==> config.mk <==
export PLATFORM = sky130hd
export DESIGN_NAME = mem_slave
export DESIGN_NICKNAME = d
export VERILOG_FILES = /design/src/rtl/mem_slave_pkg.sv /design/src/rtl/mem_slave_ram.sv /design/src/rtl/mem_slave.sv
export SDC_FILE = /design/constraint.sdc
export NUM_CORES = 1
export LEC_CHECK = 0
export ABC_AREA = 1
export CELL_PAD_IN_SITES_DETAIL_PLACEMENT = 2
export CELL_PAD_IN_SITES_GLOBAL_PLACEMENT = 2
export CORE_MARGIN = 5
export CORE_UTILIZATION = 35
export DETAILED_ROUTE_END_ITERATION = 10
export PLACE_DENSITY = 0.85
export SKIP_CTS_REPAIR_TIMING = 1
export SLEW_MARGIN = 20
export SYNTH_ARGS = -nofsm -noshare
export SYNTH_HDL_FRONTEND = slang
export SYNTH_SLANG_ARGS = --single-unit
==> constraint.sdc <==
create_clock -name clk -period 23.6 [get_ports clk]
set_input_delay 4.72 -clock clk [delete_from_list [all_inputs] [get_ports clk]]
set_output_delay 4.72 -clock clk [all_outputs]
set_load 0.05 [all_outputs]
==> src/rtl/mem_slave_pkg.sv <==
// Shared types and constants for the mem_slave request/ack memory target.
// Optional wait-state support is enabled by defining MEM_SLAVE_WAIT_EN.
package mem_slave_pkg;

   typedef enum logic [1:0] {
      S_IDLE = 2'd0,
      S_WAIT = 2'd1,
      S_ACK  = 2'd2,
      S_HOLD = 2'd3
   } state_e;

   localparam logic        CMD_READ  = 1'b0;
   localparam logic        CMD_WRITE = 1'b1;
   localparam logic [31:0] ERR_RDATA = 32'h0;

   // Any set bit above the word index puts the address outside local storage.
   function automatic logic addr_oor(input logic [31:0] a, input int unsigned dl2);
      return (a >> (dl2 + 2)) != 32'h0;
   endfunction

endpackage

==> src/rtl/mem_slave_ram.sv <==
// Word storage for mem_slave: async-cleared array, one write port, one registered read port.
// Read data is captured only on a read strobe and otherwise holds; rclr forces a zero capture.
module mem_slave_ram
   import mem_slave_pkg::*;
#(
   parameter int DEPTH_LOG2 = 4
) (
   input  logic                  clk,
   input  logic                  arst,
   input  logic                  i_we,
   input  logic [DEPTH_LOG2-1:0] i_waddr,
   input  logic [31:0]           i_wdata,
   input  logic                  i_re,
   input  logic                  i_rclr,
   input  logic [DEPTH_LOG2-1:0] i_raddr,
   output logic [31:0]           o_rdata
);

   localparam int DEPTH = 2 ** DEPTH_LOG2;

   logic [31:0] r_mem [DEPTH];
   logic [31:0] r_rdata;

   always_ff @(posedge clk or posedge arst) begin
      if (arst) begin
         for (int i = 0; i < DEPTH; i++) begin
            r_mem[i] <= 32'h0;
         end
         r_rdata <= 32'h0;
      end else begin
         if (i_we) begin
            r_mem[i_waddr] <= i_wdata;
         end
         if (i_re) begin
            r_rdata <= i_rclr ? ERR_RDATA : r_mem[i_raddr];
         end
      end
   end

   assign o_rdata = r_rdata;

endmodule

==> src/rtl/mem_slave.sv <==
// Request/ack memory target with optional wait states (MEM_SLAVE_WAIT_EN) and out-of-range error.
// ack/err/rdata are registered on the edge entering ACK; the FSM parks in HOLD until req drops.
module mem_slave
   import mem_slave_pkg::*;
#(
   parameter int DEPTH_LOG2  = 4,
   parameter int WAIT_CYCLES = 2
) (
   input  logic        clk,
   input  logic        arst,
   input  logic        req,
   input  logic        cmd,
   input  logic [31:0] addr,
   input  logic [31:0] wdata,
   output logic        ack,
   output logic [31:0] rdata,
   output logic        err
);

   state_e                r_state;
   state_e                w_state_nxt;
   logic                  w_cmd;
   logic [31:0]           w_addr;
   logic [31:0]           w_wdata;
   logic                  w_oor;
   logic [DEPTH_LOG2-1:0] w_idx;
   logic                  w_go_ack;
   logic                  r_ack;
   logic                  r_err;

`ifdef MEM_SLAVE_WAIT_EN
   localparam logic [3:0] WAIT_LD = 4'(WAIT_CYCLES);

   logic        r_cmd;
   logic [31:0] r_addr;
   logic [31:0] r_wdata;
   logic [3:0]  r_cnt;

   // A zero-wait hop out of IDLE must commit with the live inputs, everything later uses the latch.
   assign w_cmd   = (r_state == S_IDLE) ? cmd   : r_cmd;
   assign w_addr  = (r_state == S_IDLE) ? addr  : r_addr;
   assign w_wdata = (r_state == S_IDLE) ? wdata : r_wdata;

   always_comb begin
      w_state_nxt = r_state;
      case (r_state)
         S_IDLE:  if (req) w_state_nxt = (WAIT_LD != 4'd0) ? S_WAIT : S_ACK;
         S_WAIT:  begin
            if (!req)               w_state_nxt = S_IDLE;
            else if (r_cnt == 4'd1) w_state_nxt = S_ACK;
         end
         S_ACK:   w_state_nxt = S_HOLD;
         S_HOLD:  if (!req) w_state_nxt = S_IDLE;
         default: w_state_nxt = S_IDLE;
      endcase
   end

   always_ff @(posedge clk or posedge arst) begin
      if (arst) begin
         r_cmd   <= CMD_READ;
         r_addr  <= 32'h0;
         r_wdata <= 32'h0;
         r_cnt   <= 4'd0;
      end else begin
         if (r_state == S_IDLE && req) begin
            r_cmd   <= cmd;
            r_addr  <= addr;
            r_wdata <= wdata;
            r_cnt   <= WAIT_LD;
         end else if (r_state == S_WAIT && req) begin
            r_cnt <= r_cnt - 4'd1;
         end else begin
            r_cnt <= 4'd0;
         end
      end
   end
`else
   assign w_cmd   = cmd;
   assign w_addr  = addr;
   assign w_wdata = wdata;

   always_comb begin
      w_state_nxt = r_state;
      case (r_state)
         S_IDLE:  if (req) w_state_nxt = S_ACK;
         S_ACK:   w_state_nxt = S_HOLD;
         S_HOLD:  if (!req) w_state_nxt = S_IDLE;
         default: w_state_nxt = S_IDLE;
      endcase
   end
`endif

   assign w_oor    = addr_oor(w_addr, DEPTH_LOG2);
   assign w_idx    = w_addr[DEPTH_LOG2+1:2];
   assign w_go_ack = (w_state_nxt == S_ACK);

   always_ff @(posedge clk or posedge arst) begin
      if (arst) begin
         r_state <= S_IDLE;
         r_ack   <= 1'b0;
         r_err   <= 1'b0;
      end else begin
         r_state <= w_state_nxt;
         r_ack   <= w_go_ack;
         r_err   <= w_go_ack && w_oor;
      end
   end

   mem_slave_ram #(
      .DEPTH_LOG2(DEPTH_LOG2)
   ) u_ram (
      .clk     (clk),
      .arst    (arst),
      .i_we    (w_go_ack && (w_cmd == CMD_WRITE) && !w_oor),
      .i_waddr (w_idx),
      .i_wdata (w_wdata),
      .i_re    (w_go_ack && (w_cmd == CMD_READ)),
      .i_rclr  (w_oor),
      .i_raddr (w_idx),
      .o_rdata (rdata)
   );

   assign ack = r_ack;
   assign err = r_err;

endmodule

# == Word level (Yosys, flattened, before mapping) ==
# Index checks and enable logic that the tools add are counted.
# op_classes
n_addsub,0
shift,0
mul,0
muxes,10
magnitude_cmp,2
n_reduce_logical,8
n_eq_ne,3
bitwise,2
div,0
# op_table
operator,n
512-bit bitwise mux,1
32-bit binary-select mux with 4-bit select,1
32-bit demux with 4-bit select,1
32-bit 2-to-1 mux,4
32-bit nonzero test,1
2-bit == test (second input constant),3
2-bit case mux with 3 select lines,1
5-bit >= comparator (second input constant),1
1-bit logical AND,5
5-bit by 1-bit less-than comparator with 1-bit output (second input constant),1
4-bit NOT with 5-bit output,1
2-bit 2-to-1 mux,2
2-bit zero test,1
1-bit zero test,1
1-bit NOT,1
# word_totals
ramBits,0
rom_bits,0
wordCells,45
ff_bits,548
mem_count,0
inputBits,68
latch_bits,0

# == Longest topological paths before layout ==
# logic_depth
depth_word,6
mapped_depth,13
depth_no_buf,10

# == By module ==
# From an unflattened synthesis, not the netlist that was laid out.
# hier_totals
cells_unflattened,3459
area_unflattened_um2,26107.5
# by_module_without_submodules
module,seq_area_each_um2,n_inst,cells_each,area_each_um2
mem_slave_ram,13613.1,1,3415,25818.5
mem_slave,100.1,1,44,289.0

# == Worst setup path after synthesis ==
# No wires, ideal clock.
# synth_path
path_type,input to register
start,input port addr[8]
end,register u_ram.r_mem[260] (netlist name)
setup_slack_ps,17611
cell_stages,9
t_arrival_ps,5872
cell_sequence,or2_1 > nor2_1 > nand2_1 > nor2_4 > buf_6 > nand3_1 > clkbuf_1 > nand2_1 > nand2_1
# synth_via
elab_chain_len,3
# synth_rtl
item,line_no,source
"start, declared",mem_slave.sv:13,"input logic [31:0] addr,"
32-bit nonzero test,mem_slave_pkg.sv:18,return (a >> (dl2 + 2)) != 32'h0;
1-bit zero test,mem_slave.sv:114,".i_we (w_go_ack && (w_cmd == CMD_WRITE) && !w_oor),"
1-bit logical AND,mem_slave.sv:114,
"end signal, assigned by index",mem_slave_ram.sv:32,r_mem[i_waddr] <= i_wdata;
"end, declared",mem_slave_ram.sv:21,logic [31:0] r_mem [DEPTH];
# No other way between the ends.
# A chain may end at the register's enable or synchronous reset.

# == Worst setup path after layout ==
# layout_path
start,input port addr[8]
end,register u_ram.r_mem[64] (netlist name)
# The elaborated chain is that of the path after synthesis.

==> flow_summary.yaml <==
run_status:
  status: "finished clean"
timing:
  hold_violations: 0
  worstMarginPinSlew_ns: 1.26
  fmax_ghz: 0.112
  slew_headroom: 0.159
  fin_skew_ns: 0.0247
  finalCritPeriodShare: 0.378
  setup_violations: 0
  hold_slack_ns: 0.469
  fin_crit_ns: 8.93
  slew_viol_final: 0
  grt_setup_unrepaired: "no"
  finalSetupTns_ns: 0
critical_path:
  reg2regPathDepth: 8
  path_common_cell: "buf_4"
  critPathRequiredTime_ns: 24.13
  path_cells: "clkdlybuf4s50_1 -> or2_1 -> nor2_1 -> nand2_1 -> nor2_4 -> buf_4 -> buf_4 -> buf_4 -> buf_4 -> nand4_1 -> nand2_1"
  path_class: "primary input to flip-flop"
  cp_slowest_cell: "buf_4"
  start_kind: "primary input"
  cp-end-kind: "flip-flop"
  worstPathMaxFanout: 96
  worstPathArrival_ns: 9.46
  slowest_delay_ns: 0.93
pwr:
  total_leakage_power_uw: 0.0186
  max-vdd-ir-drop_v: 0.0000799
  power_density_nw_per_um2: 66.9
clock_tree:
  htreeDepth: 3
  path_clk_slew_ns: 0.05
  cts_root_buffer: "clkbuf_16"
  cts_tree: "built"
  cts_made_buffers: 69
  cts_buffer_depth: 3
  clock_sinks: 548
  clock_latency_ns: 0.64
detailed_routing:
  wl_per_cell_um: 25.7
  via_count: 31500
  first_pass_iters: 5
  drtIter0Drc: 2322
  routed_wl_mm: 144
  antenna_left: 0
  viasPerCell: 5.65
  drc: 0
place:
  dpl.hpwl_mm: 68.7
  globalplace.congestion: 0.758
  dp.cells: 5450
  portBuffers: 99
yosys:
  synth_cell_types: 19
  syn-num-nets: 4601
  synth_warnings: 0
  ys_seq_area_frac: 0.454
  ys_ff_latch: 548
  yosys-top-cells-area: "dfrtp_1 45%, nand2_1 31%, nand4_1 11%"
  synth_cells: 4533
  synthDominantCellAreaShare: 0.454
  syn-cell-area_um2: 30200
  synth_top_area_cell: "dfrtp_1"
  syn-mean-instance-area_um2: 6.67
global_route:
  grtUsageTotal: 0.298
  antenna_found_initial: 16
  grt_overflow: 0
  grt_max_degree: 176
  grt_pass1_wl_mm: 214
  grt_pass1_vias: 34400
die:
  core_area_um2: 85400
  die_h_um: 304
  io_pins: 102
  design.die.area_um2: 92300
  die_w_um: 304
  start_util: 0.354
  num_rows: 107
layout:
  layout_common_cells: "2478 x nand2_1, 548 x dfrtp_1, 520 x inv_1, 512 x nand4_1, 97 x clkdlybuf4s50_1"
  area_growth_pct: 12.5
  fin_nets: 4445
  drive_gt1_frac: 0.0447
  layout_commonest_cell: "nand2_1"
  instances_no_fill: 5583
  final_util: 0.398
  fillers: 10200
min_path:
  hold_class: "flip-flop to flip-flop"
  worstHoldPathCells: 2
job:
  drv_cap: 0
## cell families (layout without fill, tap and decap cells)
family,Yosys count,after routing,synth area share
AO/OA/AOI/OAI,1,1,0.000165
buffers and inverters,905,799,0.118
flip-flops,548,548,0.454
other,0,12,0
AND/OR/NAND/NOR,3079,3079,0.428
## state kept, by name, summed over array words and instances, names as in the netlist
signal / count
u_ram.r_mem: 512
err: 1
r_state: 2
u_ram.o_rdata: 32
ack: 1
## worst paths after layout
path	from	to	slack, ns
max	addr[8]	u_ram.r_mem[64]	14.67
min	u_ram.r_mem[224]	u_ram.r_mem[224]	0.47
max reg2reg	r_state[0]	u_ram.r_mem[165]	19.88
min reg2reg	u_ram.r_mem[224]	u_ram.r_mem[224]	0.47
max in group asynchronous	arst	u_ram.r_mem[107]	16.00
min in group asynchronous	arst	u_ram.r_mem[220]	4.58
## worst max-delay path: cells and delay by family
kind                   cells  cell delay, ns
buffers and inverters      5            3.46
and+or+nand+nor            6            1.00
## routing by layer
layer / vias to the layer above / track usage / routed length (um)
met1: 16500 / 0.379 / 58700
met4: 2 / 0.132 / 7390
met3: 371 / 0.0423 / 8430
met2: 1099 / 0.507 / 69100
met5: - / 0 / 10
li1: 13600 / - / -
## area by class of cell
| cell class | count | area, um2 | area share |
|---|---|---|---|
| Tap cell | 1144 | 1430 | 0.0421 |
| Clock buffer | 114 | 2170 | 0.0638 |
| Clock inverter | 7 | 35.0 | 0.00103 |
| Timing Repair Buffer | 152 | 1450 | 0.0425 |
| Inverter | 526 | 1990 | 0.0587 |
| Multi-Input combinational cell | 3080 | 13200 | 0.388 |
| Sequential cell | 548 | 13700 | 0.403 |
| Antenna cell | 12 | 30.0 | 0.000883 |
## stage by stage
stage / power (uW) / worst slack [ns] / cell area (um2)
floorplan: 1110 / 3.56 / 30200
global placement: 1200 / 14.29 / 31800
detailed placement: 1210 / 14.21 / 31800
CTS: 2280 / 14.77 / 34000
global route: 2340 / 14.48 / 34000
finish: 2270 / 14.67 / 34000
## synth_stat cells
cell / instances
and2_1: 1
buf_1: 23
buf_2: 106
buf_4: 5
buf_6: 1
clkbuf_1: 244
dfrtp_1: 548
inv_1: 523
inv_2: 3
nand2_1: 2478
nand3_1: 7
nand3_2: 10
nand4_1: 512
nor2_1: 62
nor2_2: 6
nor2_4: 1
nor3_1: 1
o21ai_0: 1
or2_1: 1
## power by group
part	switching [uW]	internal [uW]	total (uW)
clock	448	624	1070
sequential	1.20	942	944
combinational	209	49.5	258
total	657	1620	2270
Note: power is estimated with default switching activity, not from simulation.
